--- src/rtl/adder_pkg.sv ---
// Shared types and default sizing for the chunk-serial adder.
package adder_pkg;

    localparam int unsigned DEF_WIDTH = 32;
    localparam int unsigned DEF_CHUNK = 8;

    typedef enum logic [1:0] {
        IDLE = 2'd0,
        RUN  = 2'd1,
        DONE = 2'd2
    } state_t;

endpackage

--- src/rtl/chunk_adder.sv ---
// CHUNK-bit combinational ripple adder with carry in and carry out.
module chunk_adder #(
    parameter int unsigned CHUNK = 8
) (
    input  logic [CHUNK-1:0] a,
    input  logic [CHUNK-1:0] b,
    input  logic             cin,
    output logic [CHUNK-1:0] sum_c,
    output logic             cout_c
);

    logic [CHUNK:0] c;

    // Ripple the carry through the chunk one bit at a time.
    always_comb begin
        c     = '0;
        sum_c = '0;
        c[0]  = cin;
        for (int i = 0; i < int'(CHUNK); i++) begin
            sum_c[i] = a[i] ^ b[i] ^ c[i];
            c[i+1]   = (a[i] & b[i]) | (a[i] & c[i]) | (b[i] & c[i]);
        end
        cout_c = c[CHUNK];
    end

endmodule

--- src/rtl/chunk_serial_adder.sv ---
// Multi-cycle adder: processes CHUNK bits per clock, WIDTH/CHUNK cycles per result.
// Optional macro ADDSUB_EN adds the sub port (a - b as a + ~b + 1).
module chunk_serial_adder
    import adder_pkg::*;
#(
    parameter int unsigned WIDTH = DEF_WIDTH,
    parameter int unsigned CHUNK = DEF_CHUNK
) (
    input  logic             clk,
    input  logic             rst,
    input  logic             start,
    input  logic [WIDTH-1:0] a,
    input  logic [WIDTH-1:0] b,
    input  logic             cin,
`ifdef ADDSUB_EN
    input  logic             sub,
`endif
    output logic             busy,
    output logic             done,
    output logic [WIDTH-1:0] s,
    output logic             cout,
    output logic             ovf
);

    localparam int unsigned N     = WIDTH / CHUNK;
    localparam int unsigned CNT_W = (N > 1) ? $clog2(N) : 1;

    state_t             state;
    state_t             state_nxt;
    logic [WIDTH-1:0]   a_sh;
    logic [WIDTH-1:0]   b_sh;
    logic [WIDTH-1:0]   res_sh;
    logic [WIDTH-1:0]   res_nxt;
    logic               carry;
    logic [CNT_W-1:0]   cnt;
    logic [CHUNK-1:0]   sum_c;
    logic               cout_c;
    logic               last_c;
    logic               msb_cin_c;
    logic [WIDTH-1:0]   b_in;
    logic               cin_in;

    // Operand conditioning at capture: subtraction becomes a + ~b + 1.
    always_comb begin
        b_in   = b;
        cin_in = cin;
`ifdef ADDSUB_EN
        if (sub) begin
            b_in   = ~b;
            cin_in = 1'b1;
        end
`endif
    end

    chunk_adder #(.CHUNK(CHUNK)) u_chunk_adder (
        .a      (a_sh[CHUNK-1:0]),
        .b      (b_sh[CHUNK-1:0]),
        .cin    (carry),
        .sum_c  (sum_c),
        .cout_c (cout_c)
    );

    // Result assembly, last-chunk detect and carry into the MSB for overflow.
    always_comb begin
        last_c    = (cnt == CNT_W'(N - 1));
        res_nxt   = (res_sh >> CHUNK) | (WIDTH'(sum_c) << (WIDTH - CHUNK));
        msb_cin_c = sum_c[CHUNK-1] ^ a_sh[CHUNK-1] ^ b_sh[CHUNK-1];
    end

    // State register.
    always_ff @(posedge clk) begin
        if (rst) begin
            state <= IDLE;
        end else begin
            state <= state_nxt;
        end
    end

    // Next-state logic; start is only honoured outside RUN.
    always_comb begin
        state_nxt = state;
        case (state)
            IDLE:    if (start) state_nxt = RUN;
            RUN:     if (last_c) state_nxt = DONE;
            DONE:    state_nxt = start ? RUN : IDLE;
            default: state_nxt = IDLE;
        endcase
    end

    // Datapath, counters and registered outputs.
    always_ff @(posedge clk) begin
        if (rst) begin
            busy   <= 1'b0;
            done   <= 1'b0;
            s      <= '0;
            cout   <= 1'b0;
            ovf    <= 1'b0;
            a_sh   <= '0;
            b_sh   <= '0;
            res_sh <= '0;
            carry  <= 1'b0;
            cnt    <= '0;
        end else begin
            busy <= (state_nxt == RUN);
            done <= (state_nxt == DONE);
            case (state)
                IDLE, DONE: begin
                    if (start) begin
                        a_sh  <= a;
                        b_sh  <= b_in;
                        carry <= cin_in;
                        cnt   <= '0;
                    end
                end
                RUN: begin
                    a_sh   <= a_sh >> CHUNK;
                    b_sh   <= b_sh >> CHUNK;
                    res_sh <= res_nxt;
                    carry  <= cout_c;
                    cnt    <= cnt + CNT_W'(1);
                    if (last_c) begin
                        s    <= res_nxt;
                        cout <= cout_c;
                        ovf  <= msb_cin_c ^ cout_c;
                    end
                end
                default: ;
            endcase
        end
    end

endmodule

--- config.mk ---
export PLATFORM = sky130hd
export DESIGN_NAME = chunk_serial_adder
export DESIGN_NICKNAME = d
export VERILOG_FILES = /design/src/rtl/adder_pkg.sv /design/src/rtl/chunk_adder.sv /design/src/rtl/chunk_serial_adder.sv
export SDC_FILE = /design/constraint.sdc
export NUM_CORES = 1
export LEC_CHECK = 0
export ABC_AREA = 1
export ABC_CLOCK_PERIOD_IN_PS = 12100
export BUFFER_PORTS_ARGS = -buffer_cell sky130_fd_sc_hd__buf_2
export CAP_MARGIN = 40
export CORE_ASPECT_RATIO = 2
export CORE_MARGIN = 8
export CORE_UTILIZATION = 29
export CTS_CLUSTER_DIAMETER = 100
export DETAILED_ROUTE_END_ITERATION = 16
export MAX_ROUTING_LAYER = met4
export PLACE_DENSITY = 0.55
export SYNTH_ARGS = -nofsm -noshare
export SYNTH_HDL_FRONTEND = slang
export SYNTH_HIERARCHICAL = 1
export SYNTH_SLANG_ARGS = --single-unit
--- constraint.sdc ---
create_clock -name clk -period 12.1 [get_ports clk]
set_clock_uncertainty 0.2 [all_clocks]
set_input_delay 1.21 -clock clk [delete_from_list [all_inputs] [get_ports clk]]
set_output_delay 1.21 -clock clk [all_outputs]
set_load 0.01 [all_outputs]
==> impl_metrics.sql <==
INSERT INTO impl_metrics (metric_group, metric, value, unit) VALUES
('synth', 'yosys_register_bits', '129', ''),
('route', 'drt-initial-drc-count', '161', ''),
('timing', 'fmaxAchievable', '242', 'MHz'),
('synth', 'synth_cell_type_count', '24', ''),
('synth', 'synth_fp_nets', '723', ''),
('timing', 'grt_setup_unrepaired', 'no', ''),
('die', 'dieHeight', '207', 'µm'),
('global_route', 'grt_antenna_before_repair', '0', ''),
('die', 'initial_utilization', '29.3', '%'),
('cts', 'cts_hold_buffers', '0', ''),
('synth', 'instance_count_of_the_mapped_netlist', '646', ''),
('placed_design', 'placed_area', '5830', 'µm²'),
('route', 'drc_errors', '0', ''),
('layout', 'antenna-diode-count', '0', ''),
('placed_design', 'post-dp-hpwl', '9430', 'µm'),
('timing', 'number_of_hold_violations_in_the_final_report', '0', ''),
('cts', 'cts_setup_buffers', '0', ''),
('layout', 'post-route-cell-area', '6420', 'µm²'),
('synth', 'synth.avg_cell_area', '8.18', 'µm²'),
('die', 'fp.dieArea', '23100', 'µm²'),
('critical_path', 'critPathTopFamily', 'adder cells', ''),
('critical_path', 'setup.worst_path.start_class', 'flip-flop', ''),
('cts', 'clkSinkCount', '129', ''),
('global_route', 'globalRouteTotalUtil', '12.7', '%'),
('layout', 'area_growth', '21.4', '%'),
('critical_path', 'cell_with_the_largest_stage_delay_on_the_worst_path', 'sky130_fd_sc_hd__fa_1', ''),
('critical_path', 'worstPathRequired', '12.19', 'ns'),
('cts', 'clk_root_buffer_cell', 'sky130_fd_sc_hd__clkbuf_16', ''),
('route', 'met1_length', '6700', 'µm'),
('timing', 'fin_tns_setup', '0', 'ns'),
('run_status', 'status', 'complete, no violations', ''),
('die', 'core_area', '18000', 'µm²'),
('global_route', 'first_global_vias', '4611', ''),
('critical_path', 'worst_setup_path_type', 'reg -> reg', ''),
('synth', 'synth_edf_count', '0', ''),
('worst_hold_path', 'worst_hold_path_type', 'reg -> reg', ''),
('route', 'detail_route.wl_per_cell', '14.6', 'µm'),
('layout', 'layout.filler_cells', '1908', ''),
('die', 'row_count', '70', ''),
('layout', 'final-seq-area', '2580', 'µm²'),
('route', 'vias_per_cell', '4.62', ''),
('placed_design', 'port_buffers', '103', ''),
('critical_path', 'path_cells', 'inv_1 -> fa_1 -> inv_1 -> fa_1 -> fa_1 -> fa_1 -> fa_1 -> fa_1 -> fa_1 -> inv_1 -> fa_1 -> inv_1 -> nor2_1 -> nor2_1 -> nand2_1 -> nand2_1 -> a21oi_1', ''),
('placed_design', 'place.gp.congestion', '0.761', ''),
('route', 'total_vias_in_the_final_route', '4410', ''),
('cts', 'clock_path_buffers', '2', ''),
('critical_path', 'critPathArrivalTime', '4.23', 'ns'),
('synth', 'synth_top_flop_cell', 'sky130_fd_sc_hd__dfxtp_1', ''),
('route', 'top_layer_reached_by_signal_wires', 'met4', ''),
('die', 'die_width', '111', 'µm'),
('cts', 'tritoncts_clock_tree', 'done', ''),
('timing', 'finalCritPeriodShare', '34.2', '%'),
('timing', 'timing_max_transition_violations_final', '0', ''),
('pwr', 'p_leak', '2.95', 'nW'),
('synth', 'syn-cell-area', '5290', 'µm²'),
('route', 'dr_wl_met3', '536', 'µm'),
('global_route', 'grt_first_pass_wirelength', '23000', 'µm'),
('flow_run', 'maxCapViolations', '0', ''),
('layout', 'drive_gt1_share', '22.6', '%'),
('synth', 'synth_warnings', '6', ''),
('timing', 'max_slew.worst_pin.slew', '0.812', 'ns'),
('pwr', 'ir_worst_vdd', '0.000102', 'V'),
('route', 'routed-wl-met2', '6490', 'µm'),
('route', 'drt_first_pass_iters', '4', ''),
('global_route', 'grt_start_max_net_pins', '92', ''),
('critical_path', 'crit_path_top_cell_by_count', 'sky130_fd_sc_hd__fa_1', ''),
('synth', 'synth_seq_area_share', '48.9', '%'),
('route', 'wl', '13900', 'µm'),
('cts', 'path_clk_slew', '0.06', 'ns'),
('cts', 'post_cts_resize_count', '0', ''),
('timing', 'max_slew_headroom', '45.8', '%');
==> synthesized netlist by cell type (3+ instances only) <==
cell type,number,share of area (%)
sky130_fd_sc_hd__dfxtp_1,129,49
sky130_fd_sc_hd__o21ai_0,113,11
sky130_fd_sc_hd__nor2_1,97,6.9
sky130_fd_sc_hd__nand2_1,53,3.8
sky130_fd_sc_hd__inv_1,51,3.6
sky130_fd_sc_hd__a21oi_1,44,4.2
sky130_fd_sc_hd__nor3_1,30,2.8
sky130_fd_sc_hd__nand3_1,22,2.1
sky130_fd_sc_hd__nor3_2,20,3.8
sky130_fd_sc_hd__buf_2,19,1.8
sky130_fd_sc_hd__clkbuf_1,13,0.92
sky130_fd_sc_hd__o21ai_1,10,0.95
sky130_fd_sc_hd__buf_6,9,1.9
sky130_fd_sc_hd__fa_1,8,3.0
sky130_fd_sc_hd__o211a_1,8,1.5
sky130_fd_sc_hd__a211oi_1,4,0.57
sky130_fd_sc_hd__buf_4,4,0.57
sky130_fd_sc_hd__inv_2,4,0.28
sky130_fd_sc_hd__nand2_4,3,0.64
==> area by class of cell <==
| type | instances | area share [%] |
|---|---|---|
| Sequential cell | 129 | 40.2 |
| Multi-Input combinational cell | 416 | 34.5 |
| Timing Repair Buffer | 106 | 8.69 |
| Clock buffer | 17 | 6.63 |
| Tap cell | 216 | 4.21 |
| Inverter | 55 | 3.22 |
| Clock inverter | 15 | 2.50 |
==> metal layers <==
metal  up-vias  track usage (%)
li1       2294                -
met1      2022             15.3
met2        85             20.1
met3         9             3.24
met4         0             4.60
met5         -                -
==> report_power, final <==
| part | total, mW | internal (mW) | switching, mW |
|---|---|---|---|
| logic | 0.129 | 0.0476 | 0.0813 |
| registers | 0.474 | 0.456 | 0.0183 |
| clock network | 0.498 | 0.277 | 0.222 |
==> flip-flops by register name, summed over array words and instances, names as in the netlist <==
signal and count:
res_sh 24, ovf 1, state 2, b_sh 32, cout 1, carry 1
busy 1, cnt 2, s 32, a_sh 32, done 1
==> placed cells by master, fill, tap and decap left out, drive strengths merged <==
| cell type | netlist | layout |
|---|---|---|
| a211oi | 4 | 4 |
| nor3 | 50 | 50 |
| a21oi | 44 | 44 |
| o211a | 8 | 8 |
| clkinvlp | 0 | 1 |
| o21ai | 123 | 123 |
| dfxtp | 129 | 129 |
| buf | 32 | 106 |
| fa | 8 | 8 |
| clkbuf | 14 | 17 |
| ha | 1 | 1 |
| xnor2 | 1 | 1 |
| inv | 55 | 65 |
| nor2 | 99 | 99 |
| nand2 | 56 | 56 |
| nand3 | 22 | 22 |
| clkinv | 0 | 4 |
==> logic make-up after synthesis <==
family	count (synthesis)	synth area share, %
simple gates	227	20.6
xor+xnor	1	0.166
buf+inv	101	9.21
flops	129	48.9
compound gates	179	17.9
fa+ha+maj	9	3.27
==> stage by stage <==
| stage | worst slack (ns) | total power [mW] | utilization [%] | std cells | hold WS [ns] |
|---|---|---|---|---|---|
| global placement | 8.05 | 0.612 | 32.1 | 920 | 0.249 |
| finish | 7.96 | 1.10 | 35.6 | 954 | 0.260 |
| global route | 7.74 | 1.16 | 35.6 | 954 | 0.297 |
| CTS | 7.94 | 1.12 | 35.6 | 954 | 0.263 |
| floorplan | 8.15 | 0.578 | - | 646 | 0.229 |
| detailed placement | 7.96 | 0.615 | 32.3 | 922 | 0.255 |
==> worst register-to-register path, cell delays in order, from the launching register on <==
cell	delay (ns)
sky130_fd_sc_hd__dfxtp_1	0.31
sky130_fd_sc_hd__inv_1	0.07
sky130_fd_sc_hd__fa_1	0.17
sky130_fd_sc_hd__inv_1	0.05
sky130_fd_sc_hd__fa_1	0.38
sky130_fd_sc_hd__fa_1	0.41
sky130_fd_sc_hd__fa_1	0.40
sky130_fd_sc_hd__fa_1	0.39
sky130_fd_sc_hd__fa_1	0.39
sky130_fd_sc_hd__fa_1	0.36
sky130_fd_sc_hd__inv_1	0.07
sky130_fd_sc_hd__fa_1	0.41
sky130_fd_sc_hd__inv_1	0.10
sky130_fd_sc_hd__nor2_1	0.06
sky130_fd_sc_hd__nor2_1	0.09
sky130_fd_sc_hd__nand2_1	0.05
sky130_fd_sc_hd__nand2_1	0.06
sky130_fd_sc_hd__a21oi_1	0.05
==> path summary, 6_finish.rpt <==
| check | startpoint | endpoint | slack [ns] | cells past startpoint |
|---|---|---|---|---|
| min | cnt[0] | cnt[0] | 0.26 | 1 |
| max | a_sh[0] | ovf | 7.96 | 17 |
| min reg2reg | cnt[0] | cnt[0] | 0.26 | 1 |
| max reg2reg | a_sh[0] | ovf | 7.96 | 17 |
Note: power is estimated with default switching activity, not from simulation.
